$ cat src/rtl/filter_sweep_ctrl_pkg.sv
// Shared types and defaults for the filter frequency-sweep sequencer.
package filter_sweep_ctrl_pkg;

  localparam int unsigned SWEEP_RST_CYCLES_DEFAULT = 16;
  localparam int unsigned SWEEP_WORD_WIDTH         = 16;
  localparam int unsigned SWEEP_PERIOD_WIDTH       = 32;

  typedef enum logic [2:0] {
    ST_IDLE,
    ST_DUT_RST,
    ST_SETTLE,
    ST_MEASURE,
    ST_REPORT,
    ST_NEXT
  } sweep_state_t;

  typedef struct packed {
    logic [SWEEP_PERIOD_WIDTH-1:0] period;
    logic [SWEEP_WORD_WIDTH-1:0]   maximum;
    logic [SWEEP_WORD_WIDTH-1:0]   minimum;
    logic [SWEEP_WORD_WIDTH:0]     p2p;
    logic [SWEEP_PERIOD_WIDTH-1:0] count;
  } sweep_result_t;

endpackage

$ cat src/rtl/filter_sweep_ctrl_if.sv
// Control, sample and result-record signals of the sweep sequencer.
interface filter_sweep_ctrl_if #(
  parameter int unsigned WORD_WIDTH   = 16,
  parameter int unsigned PERIOD_WIDTH = 32
);
  logic                           start;
  logic                           abort;
  logic        [PERIOD_WIDTH-1:0] period_start;
  logic        [PERIOD_WIDTH-1:0] period_step;
  logic        [PERIOD_WIDTH-1:0] period_stop;
  logic        [PERIOD_WIDTH-1:0] settle_cycles;
  logic        [PERIOD_WIDTH-1:0] measure_cycles;
  logic        [PERIOD_WIDTH-1:0] period;
  logic                           dut_rst;
  logic signed [WORD_WIDTH-1:0]   sample;
  logic                           sample_valid;
  logic        [PERIOD_WIDTH-1:0] res_period;
  logic signed [WORD_WIDTH-1:0]   res_max;
  logic signed [WORD_WIDTH-1:0]   res_min;
  logic        [WORD_WIDTH:0]     res_p2p;
  logic        [PERIOD_WIDTH-1:0] res_count;
  logic                           res_valid;
  logic                           res_ready;
  logic                           busy;
  logic                           done;

  modport master (
    input  start, abort, period_start, period_step, period_stop,
           settle_cycles, measure_cycles, sample, sample_valid, res_ready,
    output period, dut_rst, res_period, res_max, res_min, res_p2p,
           res_count, res_valid, busy, done
  );

  modport slave (
    output start, abort, period_start, period_step, period_stop,
           settle_cycles, measure_cycles, sample, sample_valid, res_ready,
    input  period, dut_rst, res_period, res_max, res_min, res_p2p,
           res_count, res_valid, busy, done
  );
endinterface

$ cat src/rtl/filter_sweep_ctrl_peak_tracker.sv
// Signed running max/min and valid-sample counter with synchronous clear.
module peak_tracker #(
  parameter int unsigned WORD_WIDTH  = 16,
  parameter int unsigned COUNT_WIDTH = 32
) (
  input  logic                          clk,
  input  logic                          rst,
  input  logic                          i_clear,
  input  logic                          i_en,
  input  logic signed [WORD_WIDTH-1:0]  i_sample,
  input  logic                          i_valid,
  output logic signed [WORD_WIDTH-1:0]  o_max,
  output logic signed [WORD_WIDTH-1:0]  o_min,
  output logic        [COUNT_WIDTH-1:0] o_count
);
  localparam logic signed [WORD_WIDTH-1:0] MOST_NEG = {1'b1, {(WORD_WIDTH-1){1'b0}}};
  localparam logic signed [WORD_WIDTH-1:0] MOST_POS = {1'b0, {(WORD_WIDTH-1){1'b1}}};

  logic signed [WORD_WIDTH-1:0]  r_max;
  logic signed [WORD_WIDTH-1:0]  r_min;
  logic        [COUNT_WIDTH-1:0] r_count;

  // Outputs already fold in the current sample so the last window cycle is captured.
  always_comb begin
    o_max   = r_max;
    o_min   = r_min;
    o_count = r_count;
    if (i_en && i_valid) begin
      if (i_sample > r_max) o_max = i_sample;
      if (i_sample < r_min) o_min = i_sample;
      o_count = r_count + 1'b1;
    end
  end

  always_ff @(posedge clk) begin
    if (!rst || i_clear) begin
      r_max   <= MOST_NEG;
      r_min   <= MOST_POS;
      r_count <= '0;
    end else begin
      r_max   <= o_max;
      r_min   <= o_min;
      r_count <= o_count;
    end
  end
endmodule

$ cat src/rtl/filter_sweep_ctrl.sv
// Frequency-sweep sequencer: steps sine_gen period, resets/settles the DUT and reports output extrema.
module filter_sweep_ctrl
  import filter_sweep_ctrl_pkg::*;
#(
  parameter int unsigned WORD_WIDTH   = 16,
  parameter int unsigned PERIOD_WIDTH = 32,
  parameter int unsigned RST_CYCLES   = SWEEP_RST_CYCLES_DEFAULT
) (
  input logic                 clk,
  input logic                 rst,
  filter_sweep_ctrl_if.master bus
);
  sweep_state_t                 r_state;
  sweep_state_t                 w_next;
  logic [PERIOD_WIDTH-1:0]      r_cnt;
  logic [PERIOD_WIDTH-1:0]      r_step;
  logic [PERIOD_WIDTH-1:0]      r_stop;
  logic [PERIOD_WIDTH-1:0]      r_settle;
  logic [PERIOD_WIDTH-1:0]      r_measure;
  logic [PERIOD_WIDTH-1:0]      r_period;
  logic                         r_dut_rst;
  logic                         r_busy;
  logic                         r_done;
  logic                         r_res_valid;
  logic [PERIOD_WIDTH-1:0]      r_res_period;
  logic signed [WORD_WIDTH-1:0] r_res_max;
  logic signed [WORD_WIDTH-1:0] r_res_min;
  logic [WORD_WIDTH:0]          r_res_p2p;
  logic [PERIOD_WIDTH-1:0]      r_res_count;

  logic [PERIOD_WIDTH:0]        w_sum;
  logic                         w_finish;
  logic                         w_cnt_zero;
  logic                         w_clear;
  logic                         w_en;
  logic signed [WORD_WIDTH-1:0] w_trk_max;
  logic signed [WORD_WIDTH-1:0] w_trk_min;
  logic [PERIOD_WIDTH-1:0]      w_trk_count;
  logic [WORD_WIDTH:0]          w_p2p;

  peak_tracker #(
    .WORD_WIDTH  (WORD_WIDTH),
    .COUNT_WIDTH (PERIOD_WIDTH)
  ) u_tracker (
    .clk      (clk),
    .rst      (rst),
    .i_clear  (w_clear),
    .i_en     (w_en),
    .i_sample (bus.sample),
    .i_valid  (bus.sample_valid),
    .o_max    (w_trk_max),
    .o_min    (w_trk_min),
    .o_count  (w_trk_count)
  );

  always_comb begin
    w_sum      = {1'b0, r_period} + {1'b0, r_step};
    w_finish   = (r_step == '0) || w_sum[PERIOD_WIDTH] || (w_sum[PERIOD_WIDTH-1:0] > r_stop);
    w_cnt_zero = (r_cnt == '0);
    w_p2p      = {w_trk_max[WORD_WIDTH-1], w_trk_max} - {w_trk_min[WORD_WIDTH-1], w_trk_min};

    w_next = r_state;
    unique case (r_state)
      ST_IDLE:    if (bus.start) w_next = ST_DUT_RST;
      ST_DUT_RST: if (w_cnt_zero) w_next = (r_settle == '0) ? ST_MEASURE : ST_SETTLE;
      ST_SETTLE:  if (w_cnt_zero) w_next = ST_MEASURE;
      ST_MEASURE: if (w_cnt_zero) w_next = ST_REPORT;
      ST_REPORT:  if (bus.res_ready) w_next = ST_NEXT;
      ST_NEXT:    w_next = w_finish ? ST_IDLE : ST_DUT_RST;
      default:    w_next = ST_IDLE;
    endcase
    if (bus.abort) w_next = ST_IDLE;

    w_en    = (r_state == ST_MEASURE);
    w_clear = (w_next == ST_MEASURE) && (r_state != ST_MEASURE);
  end

  always_ff @(posedge clk) begin
    if (!rst) begin
      r_state      <= ST_IDLE;
      r_cnt        <= '0;
      r_step       <= '0;
      r_stop       <= '0;
      r_settle     <= '0;
      r_measure    <= '0;
      r_period     <= '0;
      r_dut_rst    <= 1'b0;
      r_busy       <= 1'b0;
      r_done       <= 1'b0;
      r_res_valid  <= 1'b0;
      r_res_period <= '0;
      r_res_max    <= '0;
      r_res_min    <= '0;
      r_res_p2p    <= '0;
      r_res_count  <= '0;
    end else begin
      r_state     <= w_next;
      r_dut_rst   <= (w_next != ST_IDLE) && (w_next != ST_DUT_RST);
      r_busy      <= (w_next != ST_IDLE);
      r_done      <= (r_state == ST_NEXT) && w_finish && !bus.abort;
      r_res_valid <= (w_next == ST_REPORT);

      // Down-counter reloads on every state entry and expires at zero.
      if (r_state != w_next) begin
        unique case (w_next)
          ST_DUT_RST: r_cnt <= PERIOD_WIDTH'(RST_CYCLES - 1);
          ST_SETTLE:  r_cnt <= r_settle - 1'b1;
          ST_MEASURE: r_cnt <= (r_measure == '0) ? '0 : r_measure - 1'b1;
          default:    r_cnt <= r_cnt;
        endcase
      end else if (!w_cnt_zero) begin
        r_cnt <= r_cnt - 1'b1;
      end

      if (r_state == ST_IDLE && w_next == ST_DUT_RST) begin
        r_period  <= bus.period_start;
        r_step    <= bus.period_step;
        r_stop    <= bus.period_stop;
        r_settle  <= bus.settle_cycles;
        r_measure <= bus.measure_cycles;
      end else if (r_state == ST_NEXT && w_next == ST_DUT_RST) begin
        r_period <= w_sum[PERIOD_WIDTH-1:0];
      end

      if (r_state == ST_MEASURE && w_next == ST_REPORT) begin
        r_res_period <= r_period;
        r_res_count  <= w_trk_count;
        if (w_trk_count == '0) begin
          r_res_max <= '0;
          r_res_min <= '0;
          r_res_p2p <= '0;
        end else begin
          r_res_max <= w_trk_max;
          r_res_min <= w_trk_min;
          r_res_p2p <= w_p2p;
        end
      end
    end
  end

  assign bus.period     = r_period;
  assign bus.dut_rst    = r_dut_rst;
  assign bus.busy       = r_busy;
  assign bus.done       = r_done;
  assign bus.res_valid  = r_res_valid;
  assign bus.res_period = r_res_period;
  assign bus.res_max    = r_res_max;
  assign bus.res_min    = r_res_min;
  assign bus.res_p2p    = r_res_p2p;
  assign bus.res_count  = r_res_count;
endmodule
$ cat src/flat_wrapper.sv
// flat-port wrapper written by rule: the top's interface ports become plain ports
module filter_sweep_ctrl_flat import filter_sweep_ctrl_pkg::*;
#(
  parameter int unsigned WORD_WIDTH   = 16,
  parameter int unsigned PERIOD_WIDTH = 32,
  parameter int unsigned RST_CYCLES   = SWEEP_RST_CYCLES_DEFAULT
)
  (clk, rst, bus_start, bus_abort, bus_period_start, bus_period_step, bus_period_stop, bus_settle_cycles, bus_measure_cycles, bus_sample, bus_sample_valid, bus_res_ready, bus_period, bus_dut_rst, bus_res_period, bus_res_max, bus_res_min, bus_res_p2p, bus_res_count, bus_res_valid, bus_busy, bus_done);
  filter_sweep_ctrl_if #(.WORD_WIDTH(WORD_WIDTH), .PERIOD_WIDTH(PERIOD_WIDTH)) bus_i ();
  input logic clk;
  input logic rst;
  input wire logic [$bits(bus_i.start)-1:0] bus_start;
  input wire logic [$bits(bus_i.abort)-1:0] bus_abort;
  input wire logic [$bits(bus_i.period_start)-1:0] bus_period_start;
  input wire logic [$bits(bus_i.period_step)-1:0] bus_period_step;
  input wire logic [$bits(bus_i.period_stop)-1:0] bus_period_stop;
  input wire logic [$bits(bus_i.settle_cycles)-1:0] bus_settle_cycles;
  input wire logic [$bits(bus_i.measure_cycles)-1:0] bus_measure_cycles;
  input wire logic [$bits(bus_i.sample)-1:0] bus_sample;
  input wire logic [$bits(bus_i.sample_valid)-1:0] bus_sample_valid;
  input wire logic [$bits(bus_i.res_ready)-1:0] bus_res_ready;
  output wire logic [$bits(bus_i.period)-1:0] bus_period;
  output wire logic [$bits(bus_i.dut_rst)-1:0] bus_dut_rst;
  output wire logic [$bits(bus_i.res_period)-1:0] bus_res_period;
  output wire logic [$bits(bus_i.res_max)-1:0] bus_res_max;
  output wire logic [$bits(bus_i.res_min)-1:0] bus_res_min;
  output wire logic [$bits(bus_i.res_p2p)-1:0] bus_res_p2p;
  output wire logic [$bits(bus_i.res_count)-1:0] bus_res_count;
  output wire logic [$bits(bus_i.res_valid)-1:0] bus_res_valid;
  output wire logic [$bits(bus_i.busy)-1:0] bus_busy;
  output wire logic [$bits(bus_i.done)-1:0] bus_done;
  assign bus_i.start = bus_start;
  assign bus_i.abort = bus_abort;
  assign bus_i.period_start = bus_period_start;
  assign bus_i.period_step = bus_period_step;
  assign bus_i.period_stop = bus_period_stop;
  assign bus_i.settle_cycles = bus_settle_cycles;
  assign bus_i.measure_cycles = bus_measure_cycles;
  assign bus_i.sample = bus_sample;
  assign bus_i.sample_valid = bus_sample_valid;
  assign bus_i.res_ready = bus_res_ready;
  assign bus_period = bus_i.period;
  assign bus_dut_rst = bus_i.dut_rst;
  assign bus_res_period = bus_i.res_period;
  assign bus_res_max = bus_i.res_max;
  assign bus_res_min = bus_i.res_min;
  assign bus_res_p2p = bus_i.res_p2p;
  assign bus_res_count = bus_i.res_count;
  assign bus_res_valid = bus_i.res_valid;
  assign bus_busy = bus_i.busy;
  assign bus_done = bus_i.done;
  filter_sweep_ctrl #(.WORD_WIDTH(WORD_WIDTH), .PERIOD_WIDTH(PERIOD_WIDTH), .RST_CYCLES(RST_CYCLES)) u_core (.clk(clk), .rst(rst), .bus(bus_i));
endmodule
$ cat config.mk
export PLATFORM = sky130hd
export DESIGN_NAME = filter_sweep_ctrl_flat
export DESIGN_NICKNAME = d
export VERILOG_FILES = /design/src/rtl/filter_sweep_ctrl_pkg.sv /design/src/rtl/filter_sweep_ctrl_if.sv /design/src/rtl/filter_sweep_ctrl_peak_tracker.sv /design/src/rtl/filter_sweep_ctrl.sv /design/src/flat_wrapper.sv
export SDC_FILE = /design/constraint.sdc
export NUM_CORES = 1
export LEC_CHECK = 0
export ABC_AREA = 1
export BUFFER_PORTS_ARGS = -buffer_cell sky130_fd_sc_hd__buf_2
export CAP_MARGIN = 10
export CORE_UTILIZATION = 35
export DETAILED_ROUTE_END_ITERATION = 12
export GPL_TIMING_DRIVEN = 0
export PLACE_DENSITY = 0.57
export SETUP_SLACK_MARGIN = 0.02
export SLEW_MARGIN = 30
export SYNTH_ARGS = -nofsm -noshare
export SYNTH_HDL_FRONTEND = slang
export SYNTH_SLANG_ARGS = --single-unit
$ cat constraint.sdc
create_clock -name clk -period 5.6 [get_ports clk]
set_input_delay 0.56 -clock clk [delete_from_list [all_inputs] [get_ports clk]]
set_output_delay 0.56 -clock clk [all_outputs]
set_load 0.005 [all_outputs]
==> results of run 1 <==
-- power breakdown --
| group | total, µW | internal, µW | switching, µW |
|---|---|---|---|
| logic | 1270 | 447 | 827 |
| registers | 2890 | 2790 | 106 |
| clock network | 3130 | 1860 | 1280 |
-- through the flow --
step	worst slack (ns)	hold slack (ns)	cell area [µm²]	util (%)
2_1_floorplan	1.51	0.435	22000	-
3_3_place_gp	-0.483	0.453	24700	39.9
3_5_place_dp	-0.504	0.453	24700	39.9
4_1_cts	0.0137	0.172	26300	42.5
5_1_grt	0.0241	0.196	26400	42.7
6_report	0.393	0.201	26400	42.7
-- synthesized netlist by cell type (all sizes together) (2+ instances only) --
cell    number
nand2      730
and3         3
a31oi        4
xnor2       20
fa           2
or2          3
a21oi      272
clkinv       2
xor2       132
o311ai       2
nor4        11
nor3        60
o211ai       3
ha         117
nor2       426
o21a         4
inv        377
clkbuf      92
o21bai       7
nand4       91
nand3b      11
o21ai      273
dfxtp      376
a21boi      11
a21o         9
nand3      185
buf         56
-- repair_timing --
item,in CTS,in global routing
setup buffers,2,1
hold buffers,0,0
setup endpoints to repair,158,232
hold endpoints to repair,0,0
pin swaps,1,1
gates resized for setup,7,38
-- metal layers --
metal | global-route usage [%] | wire length [µm] | up-vias
met5 | 0 | 35 | -
met4 | 8.90 | 2540 | 6
met3 | 4.98 | 5970 | 117
met2 | 40.2 | 36800 | 677
met1 | 33.6 | 36700 | 10338
li1 | - | - | 11468
-- worst max-delay path: stages (launching register included) --
cell and delay (ns):
sky130_fd_sc_hd__dfxtp_1 0.36, sky130_fd_sc_hd__ha_1 0.37, sky130_fd_sc_hd__nand3_1 0.09, sky130_fd_sc_hd__nand2_1 0.11
sky130_fd_sc_hd__a21oi_1 0.14, sky130_fd_sc_hd__o21ai_0 0.52, sky130_fd_sc_hd__a21oi_2 0.19, sky130_fd_sc_hd__o21bai_1 0.28
sky130_fd_sc_hd__nand2_1 0.09, sky130_fd_sc_hd__inv_1 0.09, sky130_fd_sc_hd__nor2_1 0.04, sky130_fd_sc_hd__nand2_1 0.07
sky130_fd_sc_hd__nand2_1 0.11, sky130_fd_sc_hd__ha_1 0.31, sky130_fd_sc_hd__a21oi_1 0.13, sky130_fd_sc_hd__o21a_1 0.13
sky130_fd_sc_hd__nand2_1 0.06, sky130_fd_sc_hd__a21oi_2 0.25, sky130_fd_sc_hd__nand2_1 0.10, sky130_fd_sc_hd__nand2_2 0.13
sky130_fd_sc_hd__nand3_4 0.13, sky130_fd_sc_hd__nand2_4 0.19, sky130_fd_sc_hd__buf_4 0.14, sky130_fd_sc_hd__nand3_1 0.06
sky130_fd_sc_hd__nand2_1 0.19, sky130_fd_sc_hd__buf_2 0.37, sky130_fd_sc_hd__buf_2 0.33, sky130_fd_sc_hd__nor2_1 0.07
-- cells by family after synthesis --
group / share of synthesized area (%)
DFF: 34.2
and+or+nand+nor: 29.3
adders and majority gates: 6.84
xor gates and xnor gates: 6.06
AOI/OAI and AO/OA: 14.1
buffers and inverters: 9.46
-- cell type report --
class | count | share of cell area [%]
flip-flops and latches | 376 | 28.5
repair buffers | 332 | 6.32
diodes | 7 | 0.0664
clock buffers | 61 | 5.16
plain buffers | 148 | 2.57
inverters | 379 | 5.40
clock inverters | 25 | 0.877
well taps | 837 | 3.97
multi-input cells | 2385 | 47.1
-- path summary, 6_finish.rpt --
| path | startpoint | to | slack, ns | depth (start not counted) |
|---|---|---|---|---|
| max | u_core.bus.period[2]$_SDFFE_PN0P_ | u_core.u_tracker.r_count[25]$_SDFF_PP0_ | 0.39 | 27 |
| min | bus_measure_cycles[30] | u_core.r_measure[30]$_SDFFE_PN0P_ | 0.20 | 3 |
| max reg2reg | u_core.bus.period[2]$_SDFFE_PN0P_ | u_core.u_tracker.r_count[25]$_SDFF_PP0_ | 0.39 | 27 |
| min reg2reg | u_core.r_stop[21]$_SDFFE_PN0P_ | u_core.r_stop[21]$_SDFFE_PN0P_ | 0.46 | 2 |
==> metrics.txt, run 1 <==
# TYPE chip_impl_metric gauge
chip_impl_metric{name="synthesis.area",unit="mm²"} 0.0220
chip_impl_metric{name="drt_drc_violations_left",unit=""} 0
chip_impl_metric{name="cts-buffers-inserted",unit=""} 46
chip_impl_metric{name="ctsHtreeMaxLevel",unit=""} 2
chip_impl_metric{name="grt_overflow",unit=""} 0
chip_impl_metric{name="grt_pass1_wl",unit="mm"} 123
chip_impl_metric{name="fin_nets",unit=""} 3969
chip_impl_info{name="hold_path_class",value="in2reg"} 1
chip_impl_metric{name="report.final.setup_viol",unit=""} 0
chip_impl_metric{name="maxCapViolations",unit=""} 0
chip_impl_metric{name="cp_max_fo",unit=""} 10
chip_impl_metric{name="post_detail_place_hpwl",unit="mm"} 66.0
chip_impl_metric{name="vias",unit=""} 22606
chip_impl_metric{name="floorplan.initialDensity",unit="%"} 35.5
chip_impl_metric{name="final_min_period_over_clock_period",unit="%"} 93.0
chip_impl_metric{name="die-width",unit="µm"} 253
chip_impl_metric{name="grt_pass1_vias",unit=""} 21240
chip_impl_metric{name="async_set_or_reset_flop_fraction_in_the_synthesized_netlist",unit="%"} 0
chip_impl_metric{name="powerDensity",unit="mW/mm²"} 277
chip_impl_metric{name="drt_iter0_drc",unit=""} 1637
chip_impl_metric{name="period_needed",unit="ns"} 5.21
chip_impl_metric{name="timing.max_slew.rel_slack",unit="%"} 40.0
chip_impl_metric{name="clock-skew-final",unit="ns"} 0.0188
chip_impl_info{name="dominantRegCellSynth",value="sky130_fd_sc_hd__dfxtp_1"} 1
chip_impl_metric{name="clkSinkCount",unit=""} 376
chip_impl_metric{name="gp_congestion",unit=""} 0.963
chip_impl_metric{name="arrival",unit="ns"} 5.67
chip_impl_metric{name="fp-row-count",unit=""} 91
chip_impl_metric{name="postRouteWirelength",unit="mm"} 82.0
chip_impl_metric{name="areaGrowthSynthToFinish",unit="%"} 20.1
chip_impl_metric{name="post_synth_num_cell_types",unit=""} 53
chip_impl_metric{name="synthesis.yosys.warnings",unit=""} 0
chip_impl_info{name="critPathCaptureType",value="flop"} 1
chip_impl_metric{name="dr.pass1.iters",unit=""} 7
chip_impl_info{name="clk_root_buffer_cell",value="sky130_fd_sc_hd__clkbuf_16"} 1
chip_impl_info{name="outcome",value="completed"} 1
chip_impl_info{name="most-common-layout-cells",value="723 x sky130_fd_sc_hd__nand2_1, 416 x sky130_fd_sc_hd__nor2_1, 375 x sky130_fd_sc_hd__dfxtp_1"} 1
chip_impl_metric{name="synth_top_area_share",unit="%"} 34.2
chip_impl_info{name="worst_setup_path_start_kind",value="flop"} 1
chip_impl_metric{name="largest_buffer_count_on_any_clock_path",unit=""} 3
chip_impl_metric{name="dieArea",unit="mm²"} 0.0638
chip_impl_info{name="criticalPathCategory",value="reg2reg"} 1
chip_impl_metric{name="fmax",unit="MHz"} 192
chip_impl_metric{name="worst_setup_hold_path_clk_slew",unit="ns"} 0.06
chip_impl_metric{name="power_leakage",unit="µW"} 0.0128
chip_impl_metric{name="number_of_synthesized_flops_with_an_enable_pin",unit=""} 0
chip_impl_metric{name="syn_avg_cell_area",unit="µm²"} 6.68
chip_impl_metric{name="worstMarginPinSlew",unit="ns"} 0.898
chip_impl_metric{name="hold_viol_final",unit=""} 0
chip_impl_metric{name="multi_input_area",unit="mm²"} 0.0124
chip_impl_metric{name="numPlacedInstances",unit=""} 4454
chip_impl_metric{name="seq_area_frac_synth",unit="%"} 34.2
chip_impl_metric{name="synth_nets",unit=""} 3589
chip_impl_metric{name="die_height",unit="µm"} 253
chip_impl_metric{name="postRouteAntennaNets",unit=""} 0
chip_impl_metric{name="report.final.slew_viol_count",unit=""} 0
chip_impl_metric{name="fill_cell_instance_count_of_the_final_layout",unit=""} 6657
chip_impl_info{name="post_synthesis_cell_type_with_the_largest_combined_area",value="sky130_fd_sc_hd__dfxtp_1"} 1
chip_impl_info{name="layout_commonest_cell",value="sky130_fd_sc_hd__nand2_1"} 1
chip_impl_metric{name="post_drt_via_cell_ratio",unit=""} 4.97
chip_impl_metric{name="maximum_number_of_pins_on_one_net_before_global_route_repair",unit=""} 14
chip_impl_metric{name="layout.cells.non_filler",unit=""} 4550
chip_impl_metric{name="design_power_total",unit="µW"} 7300
chip_impl_info{name="tritoncts_clock_tree",value="done"} 1
chip_impl_metric{name="timing.setup.tns",unit="ns"} 0
chip_impl_metric{name="max-vdd-ir-drop",unit="µV"} 200
chip_impl_metric{name="num_io_pins",unit=""} 331
chip_impl_info{name="setup_repair_after_global_routing_missed_its_margin",value="no"} 1
chip_impl_metric{name="synthCells",unit=""} 3288
chip_impl_metric{name="footprint_of_the_flip_flops_and_latches",unit="mm²"} 0.00753
chip_impl_metric{name="number_of_antenna_violations_at_the_first_check_in_global_routing",unit=""} 12
chip_impl_metric{name="coreArea",unit="mm²"} 0.0618
chip_impl_metric{name="post_route_cells_drive_above_1_share",unit="%"} 14.0
chip_impl_metric{name="globalRouteTotalUtil",unit="%"} 25.2
chip_impl_metric{name="ys_ff_latch",unit=""} 376
chip_impl_info{name="area_contributors_post_synth",value="sky130_fd_sc_hd__dfxtp_1 34%, sky130_fd_sc_hd__nand2_1 12%, sky130_fd_sc_hd__nor2_1 7.1%"} 1
chip_impl_metric{name="wl_per_cell",unit="µm"} 18.0
chip_impl_metric{name="worst_ep_required_time",unit="ns"} 6.07
chip_impl_metric{name="clk_latency",unit="ns"} 0.59
chip_impl_metric{name="number_of_input_and_output_port_buffers_inserted",unit=""} 329
Note: power is estimated with default switching activity, not from simulation.
==> run 2, diff against run 1 <==
--- a/config.mk
+++ b/config.mk
@@ -9,8 +9,9 @@
 export BUFFER_PORTS_ARGS = -buffer_cell sky130_fd_sc_hd__buf_2
 export CAP_MARGIN = 10
 export CORE_UTILIZATION = 35
+export CTS_BUF_LIST = sky130_fd_sc_hd__clkbuf_8
+export CTS_CLUSTER_SIZE = 16
 export DETAILED_ROUTE_END_ITERATION = 12
-export GPL_TIMING_DRIVEN = 0
 export PLACE_DENSITY = 0.57
 export SETUP_SLACK_MARGIN = 0.02
 export SLEW_MARGIN = 30
==> metrics.txt, run 2 (same netlist as run 1, synthesis figures left out) <==
# TYPE chip_impl_metric gauge
chip_impl_metric{name="wl_per_cell",unit="µm"} 17.1
chip_impl_metric{name="worst_setup_hold_path_clk_slew",unit="ns"} 0.06
chip_impl_info{name="critical_path.reg2reg.startpoint",value="u_core.bus.period[2]$_SDFFE_PN0P_"} 1
chip_impl_metric{name="areaGrowthSynthToFinish",unit="%"} 18.0
chip_impl_metric{name="grt_pass1_vias",unit=""} 21098
chip_impl_metric{name="power_frac_comb",unit="%"} 17.4
chip_impl_metric{name="period_needed",unit="ns"} 5.11
chip_impl_metric{name="crit_path_setup_slack_layout",unit="ns"} 0.490
chip_impl_metric{name="dr.pass1.iters",unit=""} 7
chip_impl_metric{name="final_core_util",unit="%"} 41.9
chip_impl_metric{name="drt_drc_violations_left",unit=""} 0
chip_impl_metric{name="powerDensity",unit="mW/mm²"} 271
chip_impl_metric{name="die-width",unit="µm"} 253
chip_impl_metric{name="power_frac_seq",unit="%"} 41.3
chip_impl_metric{name="cpPeakStageDelay",unit="ns"} 0.46
chip_impl_metric{name="total_switching_power",unit="µW"} 2170
chip_impl_metric{name="worstMarginPinSlew",unit="ns"} 0.908
chip_impl_metric{name="timing.setup.tns",unit="ns"} 0
chip_impl_metric{name="postRouteWirelength",unit="mm"} 76.4
chip_impl_info{name="clk_root_buffer_cell",value="sky130_fd_sc_hd__clkbuf_8"} 1
chip_impl_metric{name="dieArea",unit="mm²"} 0.0638
chip_impl_metric{name="design_power_total",unit="µW"} 7020
chip_impl_info{name="layout_commonest_cell",value="sky130_fd_sc_hd__nand2_1"} 1
chip_impl_metric{name="report.final.setup_viol",unit=""} 0
chip_impl_info{name="critPathCaptureType",value="flop"} 1
chip_impl_metric{name="maxCapViolations",unit=""} 0
chip_impl_info{name="critical_path.reg2reg.endpoint",value="u_core.r_step[5]$_SDFFE_PN0P_"} 1
chip_impl_info{name="crit_slowest_cell",value="sky130_fd_sc_hd__o21ai_0"} 1
chip_impl_metric{name="dpl_cell_area",unit="mm²"} 0.0244
chip_impl_metric{name="clock_network_fraction_of_design_power",unit="%"} 41.3
chip_impl_info{name="setup_repair_after_global_routing_missed_its_margin",value="yes"} 1
chip_impl_metric{name="ctsHtreeMaxLevel",unit=""} 3
chip_impl_metric{name="cts-buffers-inserted",unit=""} 72
chip_impl_metric{name="number_of_antenna_violations_at_the_first_check_in_global_routing",unit=""} 10
chip_impl_metric{name="report.final.slew_viol_count",unit=""} 0
chip_impl_metric{name="largest_buffer_count_on_any_clock_path",unit=""} 3
chip_impl_metric{name="globalRouteTotalUtil",unit="%"} 23.7
chip_impl_metric{name="power_leakage",unit="µW"} 0.0126
chip_impl_info{name="worst_hold_path.endpoint",value="u_core.bus.done$_SDFF_PN0_"} 1
chip_impl_metric{name="postRouteAntennaNets",unit=""} 0
chip_impl_metric{name="rrSetupSlack",unit="ns"} 0.49
chip_impl_metric{name="power_report.internal_total",unit="µW"} 4840
chip_impl_metric{name="number_of_input_and_output_port_buffers_inserted",unit=""} 330
chip_impl_metric{name="final_min_period_over_clock_period",unit="%"} 91.3
chip_impl_metric{name="drt_iter0_drc",unit=""} 1668
chip_impl_info{name="tritoncts_clock_tree",value="done"} 1
chip_impl_info{name="criticalPathCategory",value="reg2reg"} 1
chip_impl_metric{name="floorplan.initialDensity",unit="%"} 35.5
chip_impl_info{name="hold_path_class",value="in2reg"} 1
chip_impl_metric{name="max-vdd-ir-drop",unit="µV"} 174
chip_impl_metric{name="fmax",unit="MHz"} 196
chip_impl_metric{name="gp_congestion",unit=""} 0.925
chip_impl_metric{name="post_route_cells_drive_above_1_share",unit="%"} 14.1
chip_impl_metric{name="timing.max_slew.rel_slack",unit="%"} 39.5
chip_impl_metric{name="swShare",unit="%"} 30.9
chip_impl_metric{name="final_design_area_excluding_fillers",unit="mm²"} 0.0259
chip_impl_metric{name="vias",unit=""} 22248
chip_impl_metric{name="maximum_number_of_pins_on_one_net_before_global_route_repair",unit=""} 125
chip_impl_metric{name="grt_overflow",unit=""} 0
chip_impl_metric{name="clock-skew-final",unit="ns"} 0.0444
chip_impl_metric{name="placement.setup.worst_slack",unit="ns"} 0.366
chip_impl_metric{name="grt_pass1_wl",unit="mm"} 119
chip_impl_info{name="hold_path.startpoint",value="bus_abort"} 1
chip_impl_metric{name="arrival",unit="ns"} 5.63
chip_impl_info{name="outcome",value="completed"} 1
chip_impl_metric{name="fp-row-count",unit=""} 91
chip_impl_metric{name="num_io_pins",unit=""} 331
chip_impl_metric{name="hold_viol_final",unit=""} 0
chip_impl_metric{name="post_drt_via_cell_ratio",unit=""} 4.97
chip_impl_info{name="most-common-layout-cells",value="722 x sky130_fd_sc_hd__nand2_1, 415 x sky130_fd_sc_hd__nor2_1, 389 x sky130_fd_sc_hd__inv_1"} 1
chip_impl_metric{name="worst_ep_required_time",unit="ns"} 6.12
chip_impl_metric{name="clk_latency",unit="ns"} 0.66
chip_impl_metric{name="die_height",unit="µm"} 253
chip_impl_info{name="worst_setup_path_start_kind",value="flop"} 1
chip_impl_metric{name="coreArea",unit="mm²"} 0.0618
chip_impl_info{name="cpMostUsedCell",value="sky130_fd_sc_hd__nand2_1"} 1
chip_impl_metric{name="post_detail_place_hpwl",unit="mm"} 57.6
chip_impl_metric{name="clkSinkCount",unit=""} 376
chip_impl_metric{name="cp_max_fo",unit=""} 124
chip_impl_metric{name="fin_nets",unit=""} 3882
chip_impl_metric{name="hold-path-cell-count",unit=""} 2
chip_impl_metric{name="cts_hold_buffers",unit=""} 0
chip_impl_metric{name="r2r_cells",unit=""} 26
run 2: cell count changes in the layout (fill, tap and decap cells not counted), sizes merged:
cell      previous run  this run
clkbuf             155        93
buf                386       366
inv                379       398
clkinv              17         8
clkinvlp             5         3
diode                7         6
run 2: through the flow:
stage,cells,hold WS [ns]
floorplan,3288,0.435
global placement,4344,0.454
detailed placement,4344,0.456
CTS,4469,0.0526
global route,4473,0.0900
finish,4475,0.118
run 2: final cells by class:
class	instances	area (µm²)
Clock buffer	92	1270
Inverter	379	1440
Tap cell	837	1050
Antenna cell	6	15.0
Sequential cell	376	7530
Multi-Input combinational cell	2385	12400
Clock inverter	33	245
Timing Repair Buffer	367	1980
Fill cell	6657	35900
run 2: how the worst max path moves through the flow:
stage	startpoint	end	slack [ns]	cells past startpoint
floorplan	u_core.bus.period[0]$_SDFFE_PN0P_	u_core.r_measure[24]$_SDFFE_PN0P_	1.51	28
global placement	u_core.bus.period[0]$_SDFFE_PN0P_	u_core.r_measure[6]$_SDFFE_PN0P_	0.54	28
detailed placement	u_core.bus.period[0]$_SDFFE_PN0P_	u_core.r_measure[6]$_SDFFE_PN0P_	0.37	28
CTS	u_core.bus.period[0]$_SDFFE_PN0P_	u_core.r_measure[12]$_SDFFE_PN0P_	0.33	28
global route	u_core.bus.period[0]$_SDFFE_PN0P_	u_core.r_step[5]$_SDFFE_PN0P_	0.01	26
finish	u_core.bus.period[2]$_SDFFE_PN0P_	u_core.r_step[5]$_SDFFE_PN0P_	0.49	26
run 2: per-layer routing:
layer | vias up | GRT usage (%) | share of wire (%)
met5 | - | 0 | 0.031
li1 | 11265 | - | -
met2 | 603 | 39.2 | 47
met1 | 10282 | 31.7 | 45
met4 | 4 | 6.13 | 1.8
met3 | 94 | 4.03 | 6.2
run 2: critical path, delay by kind of cell, from the launching register on:
kind,cells,cell delay (ns)
compound gates,8,1.78
simple gates,13,1.44
fa+ha+maj,2,0.66
buf+inv,2,0.44
flops,1,0.34
xor+xnor,1,0.25
run 2: power groups by stage:
stage,clock network [µW],logic (µW),registers [µW]
final,2900,1220,2900
after global routing,3090,1390,2910
after CTS,2980,1220,2890
after detailed placement,0,1210,2950
after global placement,0,1210,2950
after floorplan,0,854,2910
run 2: what timing repair did:
action                     CTS  global route
setup endpoints to repair    0           104
resized for setup            0            10
buffers inserted             0             0
